[config.mk]
export PLATFORM = sky130hd
export DESIGN_NAME = fifo_rd_packer_flat
export DESIGN_NICKNAME = d
export VERILOG_FILES = /design/src/rtl/fifo_rd_pkg.sv /design/src/rtl/fifo_rd_packer_if.sv /design/src/rtl/rd_pack_outreg.sv /design/src/rtl/fifo_rd_packer.sv /design/src/flat_wrapper.sv
export SDC_FILE = /design/constraint.sdc
export NUM_CORES = 1
export LEC_CHECK = 0
export CORE_MARGIN = 2
export CORE_UTILIZATION = 45
export CTS_BUF_LIST = sky130_fd_sc_hd__clkbuf_4
export DETAILED_ROUTE_END_ITERATION = 8
export PLACE_DENSITY = 0.71
export SYNTH_ARGS = -nofsm -noshare
export SYNTH_HDL_FRONTEND = slang
export SYNTH_HIERARCHICAL = 1
export SYNTH_SLANG_ARGS = --single-unit
[constraint.sdc]
create_clock -name rd_clk -period 2.25 [get_ports rd_clk]
set_input_delay 0.225 -clock rd_clk [delete_from_list [all_inputs] [get_ports rd_clk]]
set_output_delay 0.225 -clock rd_clk [all_outputs]
set_load 0.02 [all_outputs]
[src/rtl/fifo_rd_pkg.sv]
// Shared constants and types for the FIFO read-side byte packer.
// Sized to match the async FIFO it drains.
package fifo_rd_pkg;

    localparam int WIDTH = 8;
    localparam int DEPTH = 16;
    localparam int BYTES = 4;
    localparam int CNT_W = 16;
    localparam int CW    = $clog2(BYTES + 1);

    typedef logic [WIDTH*BYTES-1:0] word_t;
    typedef logic [BYTES-1:0]       keep_t;
    typedef logic [CW-1:0]          cnt_t;

    localparam cnt_t FULL = cnt_t'(BYTES);

    function automatic keep_t keep_mask(input cnt_t n);
        keep_t m;
        m = '0;
        for (int i = 0; i < BYTES; i++) begin
            m[i] = (i < int'(n));
        end
        return m;
    endfunction

endpackage

[src/rtl/fifo_rd_packer_if.sv]
// FIFO read port plus the packed-word valid/ready stream.
// master = packer side, slave = FIFO/consumer side.
interface fifo_rd_packer_if;
    import fifo_rd_pkg::*;

    logic             rd_en;
    logic [WIDTH-1:0] dout;
    logic             empty;
    logic             rd_ack;
    logic             rd_err;
    word_t            m_data;
    keep_t            m_keep;
    logic             m_last;
    logic             m_valid;
    logic             m_ready;

    modport master (
        output rd_en,
        input  dout, empty, rd_ack, rd_err,
        output m_data, m_keep, m_last, m_valid,
        input  m_ready
    );

    modport slave (
        input  rd_en,
        output dout, empty, rd_ack, rd_err,
        input  m_data, m_keep, m_last, m_valid,
        output m_ready
    );

endinterface

[src/rtl/rd_pack_outreg.sv]
// Output word register: holds data stable until the consumer takes it.
// out_free tells the assembler a new word may be loaded this cycle.
module rd_pack_outreg
    import fifo_rd_pkg::*;
(
    input  logic  clk,
    input  logic  clear,
    input  logic  load,
    input  word_t ld_data,
    input  keep_t ld_keep,
    input  logic  ld_last,
    input  logic  ready,
    output logic  valid,
    output word_t data,
    output keep_t keep,
    output logic  last,
    output logic  out_free
);

    assign out_free = !valid || ready;

    always_ff @(posedge clk) begin
        if (clear) begin
            valid <= 1'b0;
            data  <= '0;
            keep  <= '0;
            last  <= 1'b0;
        end else if (load) begin
            valid <= 1'b1;
            data  <= ld_data;
            keep  <= ld_keep;
            last  <= ld_last;
        end else if (ready) begin
            valid <= 1'b0;
        end
    end

endmodule

[src/rtl/fifo_rd_packer.sv]
// Pops bytes from the async FIFO read port and packs them little-endian
// into words, with flush-driven partial words and error/word counters.
module fifo_rd_packer
    import fifo_rd_pkg::*;
(
    input  logic              rd_clk,
    input  logic              clear,
    input  logic              flush,
    fifo_rd_packer_if.master  bus,
    output logic [CNT_W-1:0]  word_cnt,
    output logic [CNT_W-1:0]  err_cnt,
    output logic              err_sticky
);

    cnt_t        asm_cnt;
    cnt_t        base_cnt;
    word_t       asm_data;
    word_t       asm_nxt;
    logic        pend;
    logic        flush_pend;
    logic        out_free;
    logic        full_ld;
    logic        part_ld;
    logic        load;
    logic        ack_ok;
    logic        drained;
    logic        err_inc;
    logic [CW:0] need;
    keep_t       ld_keep;
    word_t       out_data;
    keep_t       out_keep;
    logic        out_last;
    logic        out_valid;

    assign ack_ok  = bus.rd_ack && pend;
    assign err_inc = bus.rd_err || (bus.rd_ack && !pend);
    assign drained = flush_pend && bus.empty && !pend;

    assign full_ld = out_free && (asm_cnt == FULL);
    assign part_ld = out_free && drained
                     && (asm_cnt != '0) && (asm_cnt != FULL);
    assign load    = full_ld || part_ld;

    // A word leaving assembly this cycle frees all lanes for the next pop.
    assign base_cnt  = load ? '0 : asm_cnt;
    assign need      = {1'b0, base_cnt} + {{CW{1'b0}}, pend};
    assign bus.rd_en = !clear && !bus.empty && (need < {1'b0, FULL});

    assign ld_keep = full_ld ? '1 : keep_mask(asm_cnt);

    // Lanes above asm_cnt stay zero, so partial words need no masking.
    always_comb begin
        asm_nxt = load ? '0 : asm_data;
        if (ack_ok) begin
            asm_nxt = asm_nxt
                      | (word_t'(bus.dout) << (WIDTH * int'(base_cnt)));
        end
    end

    always_ff @(posedge rd_clk) begin
        if (clear) begin
            pend       <= 1'b0;
            asm_cnt    <= '0;
            asm_data   <= '0;
            flush_pend <= 1'b0;
            word_cnt   <= '0;
            err_cnt    <= '0;
            err_sticky <= 1'b0;
        end else begin
            pend     <= bus.rd_en;
            asm_cnt  <= base_cnt + cnt_t'(ack_ok);
            asm_data <= asm_nxt;
            if (flush_pend) begin
                if (drained && ((asm_cnt == '0) || part_ld)) begin
                    flush_pend <= 1'b0;
                end
            end else if (flush) begin
                flush_pend <= 1'b1;
            end
            if (bus.m_valid && bus.m_ready) begin
                word_cnt <= word_cnt + CNT_W'(1);
            end
            if (err_inc && (err_cnt != '1)) begin
                err_cnt <= err_cnt + CNT_W'(1);
            end
            if (bus.rd_err) begin
                err_sticky <= 1'b1;
            end
        end
    end

    rd_pack_outreg u_outreg (
        .clk      (rd_clk),
        .clear    (clear),
        .load     (load),
        .ld_data  (asm_data),
        .ld_keep  (ld_keep),
        .ld_last  (part_ld),
        .ready    (bus.m_ready),
        .valid    (out_valid),
        .data     (out_data),
        .keep     (out_keep),
        .last     (out_last),
        .out_free (out_free)
    );

    assign bus.m_data  = out_data;
    assign bus.m_keep  = out_keep;
    assign bus.m_last  = out_last;
    assign bus.m_valid = out_valid;

endmodule

[src/flat_wrapper.sv]
// flat-port wrapper written by rule: the top's interface ports become plain ports
module fifo_rd_packer_flat import fifo_rd_pkg::*;
  (rd_clk, clear, flush, word_cnt, err_cnt, err_sticky, bus_rd_en, bus_dout, bus_empty, bus_rd_ack, bus_rd_err, bus_m_data, bus_m_keep, bus_m_last, bus_m_valid, bus_m_ready);
  fifo_rd_packer_if bus_i ();
  input  logic rd_clk;
  input  logic clear;
  input  logic flush;
  output logic [CNT_W-1:0] word_cnt;
  output logic [CNT_W-1:0] err_cnt;
  output logic err_sticky;
  output wire logic [$bits(bus_i.rd_en)-1:0] bus_rd_en;
  input wire logic [$bits(bus_i.dout)-1:0] bus_dout;
  input wire logic [$bits(bus_i.empty)-1:0] bus_empty;
  input wire logic [$bits(bus_i.rd_ack)-1:0] bus_rd_ack;
  input wire logic [$bits(bus_i.rd_err)-1:0] bus_rd_err;
  output wire logic [$bits(bus_i.m_data)-1:0] bus_m_data;
  output wire logic [$bits(bus_i.m_keep)-1:0] bus_m_keep;
  output wire logic [$bits(bus_i.m_last)-1:0] bus_m_last;
  output wire logic [$bits(bus_i.m_valid)-1:0] bus_m_valid;
  input wire logic [$bits(bus_i.m_ready)-1:0] bus_m_ready;
  assign bus_rd_en = bus_i.rd_en;
  assign bus_i.dout = bus_dout;
  assign bus_i.empty = bus_empty;
  assign bus_i.rd_ack = bus_rd_ack;
  assign bus_i.rd_err = bus_rd_err;
  assign bus_m_data = bus_i.m_data;
  assign bus_m_keep = bus_i.m_keep;
  assign bus_m_last = bus_i.m_last;
  assign bus_m_valid = bus_i.m_valid;
  assign bus_i.m_ready = bus_m_ready;
  fifo_rd_packer u_core (.rd_clk(rd_clk), .clear(clear), .flush(flush), .bus(bus_i), .word_cnt(word_cnt), .err_cnt(err_cnt), .err_sticky(err_sticky));
endmodule
# Yosys cells after proc, flatten, opt, wreduce, memory -nomap -nowiden
# Cells that the tools add are included.
# totals
register_bits	108
output_inout_bits	72
in_bits	15
wordCells	58
# classes
n_reduce_logical	24
addsub	4
muxes	9
bitwise	1
n_lt_le_gt_ge	5
shift	1
n_eq_ne	3
# ops
operator	n
32-bit two-way mux	2
16-bit by 1-bit adder with 16-bit output (second input constant)	2
32-bit bitwise OR	1
8-bit by 6-bit << shifter with 32-bit output	1
16-bit != test (second input constant)	1
1-bit logical AND	13
1-bit by 3-bit less-than comparator with 1-bit output (first input constant)	2
2-bit by 3-bit less-than comparator with 1-bit output (first input constant)	2
1-bit two-way mux	5
3-bit by 1-bit adder with 4-bit output	1
1-bit zero test	4
1-bit logical OR	4
4-bit by 3-bit less-than comparator with 1-bit output (second input constant)	1
4-bit two-way mux	1
3-bit by 1-bit adder with 3-bit output	1
3-bit == test (second input constant)	1
3-bit zero test	1
3-bit two-way mux	1
3-bit != test (second input constant)	1
3-bit nonzero test	1
2-bit nonzero test	1

# Logic depth before layout (Yosys ltp)
# Gate-level depths: netlist of the first run.
# logic_depth
depth_word	10
depth_mapped	9
depth_no_buf	6

# Cells and area by module
# The synthesis of the first run kept the hierarchy.
# modules_own_cells
mod	area_each_um2	n_inst	seq_area_each_um2	cells_per_inst
fifo_rd_packer	2995.4	1	1401.3	324
rd_pack_outreg	1361.3	1	760.7	123

# Least setup slack after synthesis of the first run
# No wires, ideal clock.
# synth_timing
kind	register -> register
start	register u_core.u_outreg.valid
end	register u_core.u_outreg.data[18]
required_ns	2.122
path_buffers	3
stages_incl_launch_ff	10
period_less_slack_ns	2.001
arrival_ns	1.874
slack_ns	0.249
setup_time_ns	0.128
cell_sequence	dfxtp_1 -> nand2b_1 -> and4bb_2 -> a21oi_2 -> buf_2 -> inv_1 -> buf_6 -> buf_12 -> mux2i_1 -> nor2_1
# synth_between
elab_chain_cells	6
elab_cells_between_ends	7
classes_between	7 x reduce/logical
# synth_lines
item	line_no	rtl
from (decl)	rd_pack_outreg.sv:13	output logic valid,
from (signal assigned)	rd_pack_outreg.sv:24	valid <= 1'b0;
from (signal assigned)	rd_pack_outreg.sv:29	valid <= 1'b1;
from (signal assigned)	rd_pack_outreg.sv:34	valid <= 1'b0;
1-bit zero test (*)	rd_pack_outreg.sv:20	assign out_free = !valid || ready;
1-bit logical OR (*)	rd_pack_outreg.sv:20	
net u_core.out_free	fifo_rd_packer.sv:21	logic out_free;
1-bit logical AND	fifo_rd_packer.sv:40	assign part_ld = out_free && drained
1-bit logical AND (2 in series)	fifo_rd_packer.sv:41	&& (asm_cnt != '0) && (asm_cnt != FULL);
1-bit logical OR (*)	fifo_rd_packer.sv:42	assign load = full_ld || part_ld;
net u_core.load	fifo_rd_packer.sv:24	logic load;
to (signal assigned)	rd_pack_outreg.sv:30	data <= ld_data;
to (decl)	rd_pack_outreg.sv:14	output word_t data,
# Mark *: on every way through the listed nets, which the timed path passes. The rest lies on a longest branch.
# A chain may end at the register's enable or synchronous reset.

# Worst setup path in the final report of the first run
# layout_timing
start	register u_core.asm_cnt[0]
end	output port bus_rd_en
# layout_between
elab_chain_cells	8
elab_cells_between_ends	11
classes_between	1 x add/sub; 1 x order compare; 2 x eq/ne; 1 x mux; 6 x reduce/logical
# layout_lines
item	line_no	rtl
from (decl)	fifo_rd_packer.sv:15	cnt_t asm_cnt;
from (signal assigned)	fifo_rd_packer.sv:71	asm_cnt <= base_cnt + cnt_t'(ack_ok);
3-bit nonzero test	fifo_rd_packer.sv:41	
1-bit logical AND (2 in series)	fifo_rd_packer.sv:41	
1-bit logical OR	fifo_rd_packer.sv:42	
3-bit two-way mux (*)	fifo_rd_packer.sv:45	assign base_cnt = load ? '0 : asm_cnt;
3-bit by 1-bit adder with 4-bit output (*)	fifo_rd_packer.sv:46	assign need = {1'b0, base_cnt} + {{CW{1'b0}}, pend};
4-bit by 3-bit less-than comparator with 1-bit output (*)	fifo_rd_packer.sv:47	assign bus.rd_en = !clear && !bus.empty && (need < {1'b0, FULL});
1-bit logical AND (*)	fifo_rd_packer.sv:47	
to (decl)	flat_wrapper.sv:11	output wire logic [$bits(bus_i.rd_en)-1:0] bus_rd_en;
# Mark *: on every way between the ends. The rest lies on a longest branch, timed or not.

==> results of run 1 <==
-- cells by family (layout without fill, tap and decap cells) --
| logic type | count (synthesis) | in the layout |
|---|---|---|
| compound gates | 83 | 83 |
| xor+xnor | 10 | 10 |
| fa+ha+maj | 2 | 2 |
| buf+inv | 36 | 127 |
| flops | 108 | 108 |
| mux | 44 | 44 |
| simple gates | 164 | 164 |
-- power by group --
group          internal, W  leakage [nW]  switching (W)
combinational    0.0000683         0.968      0.0000913
clock             0.000269        0.0696       0.000644
sequential         0.00193         0.872      0.0000181
-- repair_timing --
action                                  CTS  global route
hold buffers                              0             0
gates resized for setup                   1             0
endpoints found under the setup margin    1             0
-- worst max-delay path, delay by kind of cell (launching register included) --
family	cells	cell delay (ns)
DFF	1	0.57
buffers and inverters	1	0.32
AOI/OAI and AO/OA	2	0.23
and+or+nand+nor	1	0.30
-- final cells by class --
| cell class | count | area (µm²) |
|---|---|---|
| multi-input combinational | 303 | 2010 |
| fill | 886 | 3820 |
| clock inverter | 5 | 45.0 |
| tap | 129 | 161 |
| timing repair buffer | 102 | 1010 |
| inverter | 9 | 33.8 |
| clock buffer | 11 | 82.6 |
| sequential | 108 | 2160 |
-- stage by stage --
stage	utilization, %	power [W]
global placement	57.7	0.00215
detailed placement	57.7	0.00215
CTS	59.0	0.00307
global route	59.0	0.00316
finish	59.0	0.00302
floorplan	-	0.00207
-- cells in the mapped netlist (all sizes together) (3+ instances only) --
| cell type | instances | area, µm² |
|---|---|---|
| or3 | 5 | 37.5 |
| or2 | 3 | 18.8 |
| nand2 | 11 | 41.3 |
| nor2b | 8 | 57.6 |
| a31oi | 3 | 18.8 |
| a22oi | 24 | 180 |
| mux2i | 39 | 390 |
| nand4 | 10 | 77.6 |
| mux2 | 5 | 56.3 |
| dfxtp | 108 | 2160 |
| nor2 | 85 | 319 |
| and3 | 3 | 18.8 |
| o41ai | 3 | 26.3 |
| xnor2 | 3 | 26.3 |
| o31ai | 7 | 52.6 |
| clkbuf | 16 | 61.3 |
| inv | 9 | 33.8 |
| nor3 | 8 | 45.0 |
| nor4 | 3 | 33.8 |
| a21oi | 20 | 104 |
| or4 | 8 | 62.6 |
| nand3 | 8 | 40.0 |
| a22o | 8 | 70.1 |
| xor2 | 7 | 61.3 |
| o21ai | 7 | 38.8 |
| buf | 11 | 92.6 |
| and4 | 3 | 26.3 |
-- sequential cells by signal, summed over array words and instances, names as in the netlist --
signal                 flops
u_core/asm_cnt             3
u_core/err_sticky          1
u_core/u_outreg/valid      1
u_core/word_cnt           16
u_core/err_cnt            16
u_core/flush_pend          1
u_core/u_outreg/keep       4
u_core/pend                1
u_core/u_outreg/data      32
u_core/asm_data           32
u_core/u_outreg/last       1
-- layer usage --
| layer | vias to the layer above | routed length, µm | GRT usage (%) |
|---|---|---|---|
| li1 | 1774 | - | - |
| met1 | 1686 | 4450 | 24.5 |
| met2 | 85 | 4890 | 32.9 |
| met3 | 2 | 493 | 5.27 |
| met4 | 0 | 38 | 5.13 |
| met5 | - | 0 | 0 |
-- worst min-delay path by stage --
stage / to / slack (ns) / cells after the start
after floorplan: u_core/asm_data[0] / 0.35 / 1
after global placement: u_core/err_sticky / 0.45 / 2
after detailed placement: u_core/asm_data[0] / 0.47 / 1
after CTS: u_core/pend / 0.04 / 3
after global routing: u_core/pend / 0.05 / 3
final: u_core/pend / 0.09 / 3
==> reports/results.tsv, run 1 <==
stage	metric	value	unit
clock_tree	deepest clock path buffer count	2	
place	placed cells	651	
timing	post-layout min period	2.09	ns
power	leak pwr	1.91	nW
clock_tree	CTS tree	yes	
setup_path	Worst path slowest cell	dfxtp_1	
floorplan	core region area	0.00933	mm²
setup_path	RR Endpoint	u_core/err_cnt[9]	
clock_tree	H-tree levels	3	
global_route	largest net degree at the start of global routing	58	
logic_synthesis	Cell Area, Synth	0.00436	mm²
drt	Initial DRT Pass Iterations	5	
global_route	first-pass GRT wire length	16100	µm
timing	fin crit share	93.0	%
clock_tree	# clock sinks	108	
hold_path	HP Class	in -> reg	
layout	Area Growth Syn to Fin	26.4	%
layout	final instance area	0.00551	mm²
global_route	initial antenna violation count	0	
logic_synthesis	compound-gate portion of the synthesized area	13.6	%
floorplan	die height	102	µm
logic_synthesis	EDFF count, synth	0	
setup_path	FF-to-FF Start	u_core/err_cnt[0]	
place	placed standard-cell area	0.00538	mm²
power	power density over the cells	549	mW/mm²
logic_synthesis	number of distinct library cells after synthesis	59	
logic_synthesis	Post-Synth Adder-Cell Area	0.574	%
place	Final GP Congestion	0.833	
logic_synthesis	xor/xnor share of the synthesized area	2.01	%
global_route	number of global-route vias before repair	3385	
timing	Clock Skews	0.0259	ns
setup_path	worst reg-to-reg path cell count	6	
timing	worst slew margin relative to its limit	48.1	%
clock_tree	Inserted Clock Buffers	9	
setup_path	Setup Crit Path Kind	reg -> out	
logic_synthesis	Yosys reg bits	108	
floorplan	Starting Density	46.7	%
logic_synthesis	post-synthesis sequential area ratio	49.6	%
timing	# setup viols final	0	
logic_synthesis	Net Count, Synth	464	
setup_path	crit path launch type	register	
layout	final std cells w/o fill	667	
power	Peak supply drop	0.000370	V
global_route	total gr overflow	0	
clock_tree	Clock Latency Late Sink	0.45	ns
logic_synthesis	mux cell area share after synthesis	10.3	%
place	hpwl dp	6910	µm
layout	commonest non-fill, non-tap cell in the layout	dfxtp_1	
logic_synthesis	ys flop type	dfxtp_1	
setup_path	Worst setup startpoint	u_core/asm_cnt[0]	
setup_path	crit path DAT	1.87	ns
logic_synthesis	synthesized netlist cell count	447	
timing	setup_tns	0	ns
floorplan	chip width	102	µm
drt	final antenna-violating net count	0	
timing	final hold violation count	0	
timing	RSZ-0062 raised after global routing	no	
timing	f_max	0.478	GHz
logic_synthesis	Syn. warnings	6	
floorplan	full die area	0.0105	mm²
setup_path	Worst path max stage delay	0.57	ns
clock_tree	clk root buf	clkbuf_4	
drt	vias per cell	5.32	
place	I/O Buffers	86	
logic_synthesis	synthesized area per cell	9.75	µm²
timing	Worst-Margin Slew	0.771	ns
clock_tree	clock slew at reported path FFs	0.17	ns
setup_path	Worst setup EP type	output port	
drt	1st-iter DRT viols	131	
floorplan	Row Count	35	
clock_tree	post-CTS setup buffer count	0	
setup_path	Crit path required time	2.03	ns
logic_synthesis	Post-synth ARST share	0	%
logic_synthesis	simple-gate share of the synthesized area	19.6	%
setup_path	Setup crit end	bus_rd_en	
drt	vias after detailed routing	3547	
hold_path	min-delay src	clear	
layout	most frequent cells in the layout	dfxtp_1 (108), nor2_1 (85), clkdlybuf4s50_1 (84)	
layout	Layout Nets	550	
floorplan	I/O pin total	87	
setup_path	maximum fanout along the worst path	12	
layout	antenna cells	0	
drt	# DRC	0	
timing	worst setup margin	0.158	ns
global_route	total track usage	19.4	%
drt	drt total wl	9870	µm
job	Max Cap Viol	0	
layout	layout cells sized above 1	10.4	%
drt	Routed WL per cell	14.8	µm
timing	final count of pins violating max slew	0	
logic_synthesis	main combinational cell family by area after synthesis	simple AND/OR/NAND/NOR gates	
run_status	status	finished clean	
setup_path	Critical Path, Cell by Cell	and4bb_2 > a21oi_2 > a21oi_1 > dlygate4sd2_1	
timing	final hold slack	0.0850	ns
setup_path	FF-to-FF setup slack	0.30	ns
place	Setup WS pre-CTS	-0.0503	ns
Power figures use the tool's default switching activity.
==> run 2: changes to the inputs <==
--- a/config.mk
+++ b/config.mk
@@ -5,6 +5,7 @@
 export SDC_FILE = /design/constraint.sdc
 export NUM_CORES = 1
 export LEC_CHECK = 0
+export ABC_CLOCK_PERIOD_IN_PS = 2250
 export CORE_MARGIN = 2
 export CORE_UTILIZATION = 45
 export CTS_BUF_LIST = sky130_fd_sc_hd__clkbuf_4
==> results of run 2 <==
Final layout, timing and power as in run 1 (identical DEF).
==> run 3: changes to the inputs <==
--- a/config.mk
+++ b/config.mk
@@ -6,7 +6,7 @@
 export NUM_CORES = 1
 export LEC_CHECK = 0
 export ABC_CLOCK_PERIOD_IN_PS = 2250
-export CORE_MARGIN = 2
+export CORE_MARGIN = 4
 export CORE_UTILIZATION = 45
 export CTS_BUF_LIST = sky130_fd_sc_hd__clkbuf_4
 export DETAILED_ROUTE_END_ITERATION = 8
==> run 3 against run 2 <==
Against the previous run: wire length grew 0.42%; non-clock buffer count shrank 3; worst hold slack lost 0.037 ns; final cell count shrank 0.45%; via count grew 0.56%; sequential power is essentially flat; critical path depth is the same; combinational power is essentially flat; design area shrank 0.59%; worst setup slack gained 0.018 ns; critical endpoint unchanged; largest power group unchanged; highest routed layer unchanged.
==> reports/results.tsv, run 3 (same netlist as run 1, synthesis figures left out) <==
stage	metric	value	unit	change
drt	DR WL met3	577	µm	+17%
timing	final count of pins violating max slew	0		unchanged
clock_tree	deepest clock path buffer count	2		unchanged
place	Setup WS pre-CTS	-0.0436	ns	+0.00665 ns
run_status	status	finished clean		
timing	final hold violation count	0		unchanged
clock_tree	H-tree levels	3		unchanged
setup_path	Crit path required time	2.03	ns	about the same
clock_tree	CTS tree	yes		
drt	drt total wl	9910	µm	+0.42%
timing	Clock Skews	0.0215	ns	-0.00446 ns
setup_path	Worst path slowest cell	dfxtp_1		
timing	fin crit share	92.2	%	-0.78 points
timing	Worst-Margin Slew	0.678	ns	-0.0935 ns
drt	vias per cell	5.37		+1.0%
floorplan	core region area	0.00933	mm²	unchanged
drt	Initial DRT Pass Iterations	5		unchanged
drt	routed wl met2	4540	µm	-7.1%
power	leak pwr	1.89	nW	-0.85%
global_route	number of global-route vias before repair	3362		-0.68%
clock_tree	clk root buf	clkbuf_4		
setup_path	FF-to-FF Start	u_core/err_cnt[0]		
drt	DR top layer	met4		
hold_path	min-delay src	clear		
setup_path	WP buf/inv	1		unchanged
floorplan	Starting Density	46.7	%	unchanged
setup_path	crit path DAT	1.85	ns	-0.02 ns
setup_path	Worst path max stage delay	0.57	ns	about the same
timing	RSZ-0062 raised after global routing	no		
power	Peak supply drop	0.000338	V	-8.6%
place	I/O Buffers	86		unchanged
global_route	total track usage	17.8	%	-1.6 points
setup_path	RR Endpoint	u_core/err_cnt[0]		
clock_tree	Inserted Clock Buffers	9		unchanged
layout	Area Growth Syn to Fin	25.6	%	
power	power density over the cells	556	mW/mm²	+1.3%
global_route	initial antenna violation count	0		unchanged
setup_path	Critical Path, Cell by Cell	and4bb_2 > a21oi_2 > a21oi_1 > dlygate4sd2_1		
floorplan	I/O pin total	87		unchanged
timing	# setup viols final	0		unchanged
global_route	first-pass GRT wire length	16400	µm	+2.2%
timing	worst slew margin relative to its limit	54.4	%	+6.3 points
layout	antenna cells	0		unchanged
drt	vias after detailed routing	3567		+0.56%
hold_path	hold path endpoint	u_core/pend		
setup_path	delay-heaviest family, CP	flip-flops		
drt	Post-Route M1 WL	4560	µm	+2.6%
setup_path	Worst setup EP type	output port		
hold_path	HP Class	in -> reg		
clock_tree	# clock sinks	108		unchanged
floorplan	full die area	0.0113	mm²	+8.0%
setup_path	crit path launch type	register		
floorplan	Row Count	35		unchanged
timing	f_max	0.482	GHz	+0.85%
floorplan	die height	106	µm	+3.9%
layout	post-route core utilization	58.7	%	-0.35 points
drt	# DRC	0		unchanged
drt	Routed WL per cell	14.9	µm	+0.87%
global_route	total gr overflow	0		unchanged
drt	1st-iter DRT viols	201		+53%
timing	worst setup margin	0.175	ns	+0.0176 ns
place	hpwl dp	6780	µm	-1.9%
floorplan	chip width	106	µm	+3.9%
clock_tree	post-CTS setup buffer count	0		unchanged
layout	most frequent cells in the layout	dfxtp_1 (107), nor2_1 (85), clkdlybuf4s50_1 (84)		
layout	# fillers	824		-7.0%
hold_path	Hold Path Stages	3		unchanged
setup_path	FF-to-FF setup slack	0.23	ns	-0.07 ns
layout	Layout Nets	547		-0.55%
layout	layout cells sized above 1	10.1	%	-0.32 points
global_route	largest net degree at the start of global routing	64		+10%
drt	final antenna-violating net count	0		unchanged
place	Final GP Congestion	0.789		-5.3%
setup_path	worst reg-to-reg path cell count	5		-1
timing	final hold slack	0.0476	ns	-0.0374 ns
layout	commonest non-fill, non-tap cell in the layout	dfxtp_1		
layout	largest registers	u_core/asm_data: 32 flops, u_core/u_outreg/data: 32 flops		
setup_path	maximum fanout along the worst path	12		unchanged
clock_tree	Clock Latency Late Sink	0.46	ns	about the same
clock_tree	clock slew at reported path FFs	0.17	ns	about the same
setup_path	Setup Crit Path Kind	reg -> out		
job	Max Cap Viol	0		unchanged
timing	post-layout min period	2.07	ns	-0.0176 ns
## run 3: changes by cell type in the layout (fill, tap and decap cells not counted), sizes merged
cell and change:
clkbuf -1, clkinv -1, inv +2, buf -3
## run 3: layout make-up
type / count / area (µm²) / area share, %
multi-input combinational: 303 / 2010 / 36.7
inverter: 9 / 33.8 / 0.617
tap: 129 / 161 / 2.95
sequential: 108 / 2160 / 39.5
timing repair buffer: 99 / 980 / 17.9
clock buffer: 10 / 75.1 / 1.37
clock inverter: 6 / 53.8 / 0.983
## run 3: what timing repair did
action                     CTS  global route
setup endpoints to repair    1             0
hold buffers                 0             0
gates resized for setup      2             0
## run 3: worst max-delay path by stage
stage | start | cells after the start | slack [ns] | to
global placement | bus_m_ready | 6 | -0.03 | bus_rd_en
CTS | u_core/asm_cnt[0] | 4 | 0.10 | bus_rd_en
finish | u_core/asm_cnt[0] | 4 | 0.18 | bus_rd_en
global route | u_core/asm_cnt[0] | 4 | 0.05 | bus_rd_en
detailed placement | bus_m_ready | 6 | -0.04 | bus_rd_en
floorplan | u_core/u_outreg/valid | 9 | 0.25 | u_core/u_outreg/data[18]
## run 3: tightest hold or removal path, stage by stage
cell and delay [ns]:
buf_4 0.09, a311o_1 0.12, a21oi_1 0.04
## run 3: power by group
group          switching (W)  internal, W
clock network       0.000671     0.000263
logic              0.0000912    0.0000682
registers          0.0000188      0.00193
## run 3: metal layers
metal / GRT usage, % / up-vias
met4: 6.48 / 0
met2: 28.1 / 102
li1: - / 1770
met3: 5.34 / 20
met5: 0 / -
met1: 22.9 / 1675
## run 3: metrics by stage
step / std cells / instance area [µm²] / total power [W] / setup TNS [ns]
2_1_floorplan: 447 / 4360 / 0.00207 / 0
3_3_place_gp: 648 / 5350 / 0.00215 / -0.0335
3_5_place_dp: 648 / 5350 / 0.00215 / -0.0610
4_1_cts: 664 / 5470 / 0.00309 / 0
5_1_grt: 664 / 5470 / 0.00317 / 0
6_report: 664 / 5470 / 0.00304 / 0
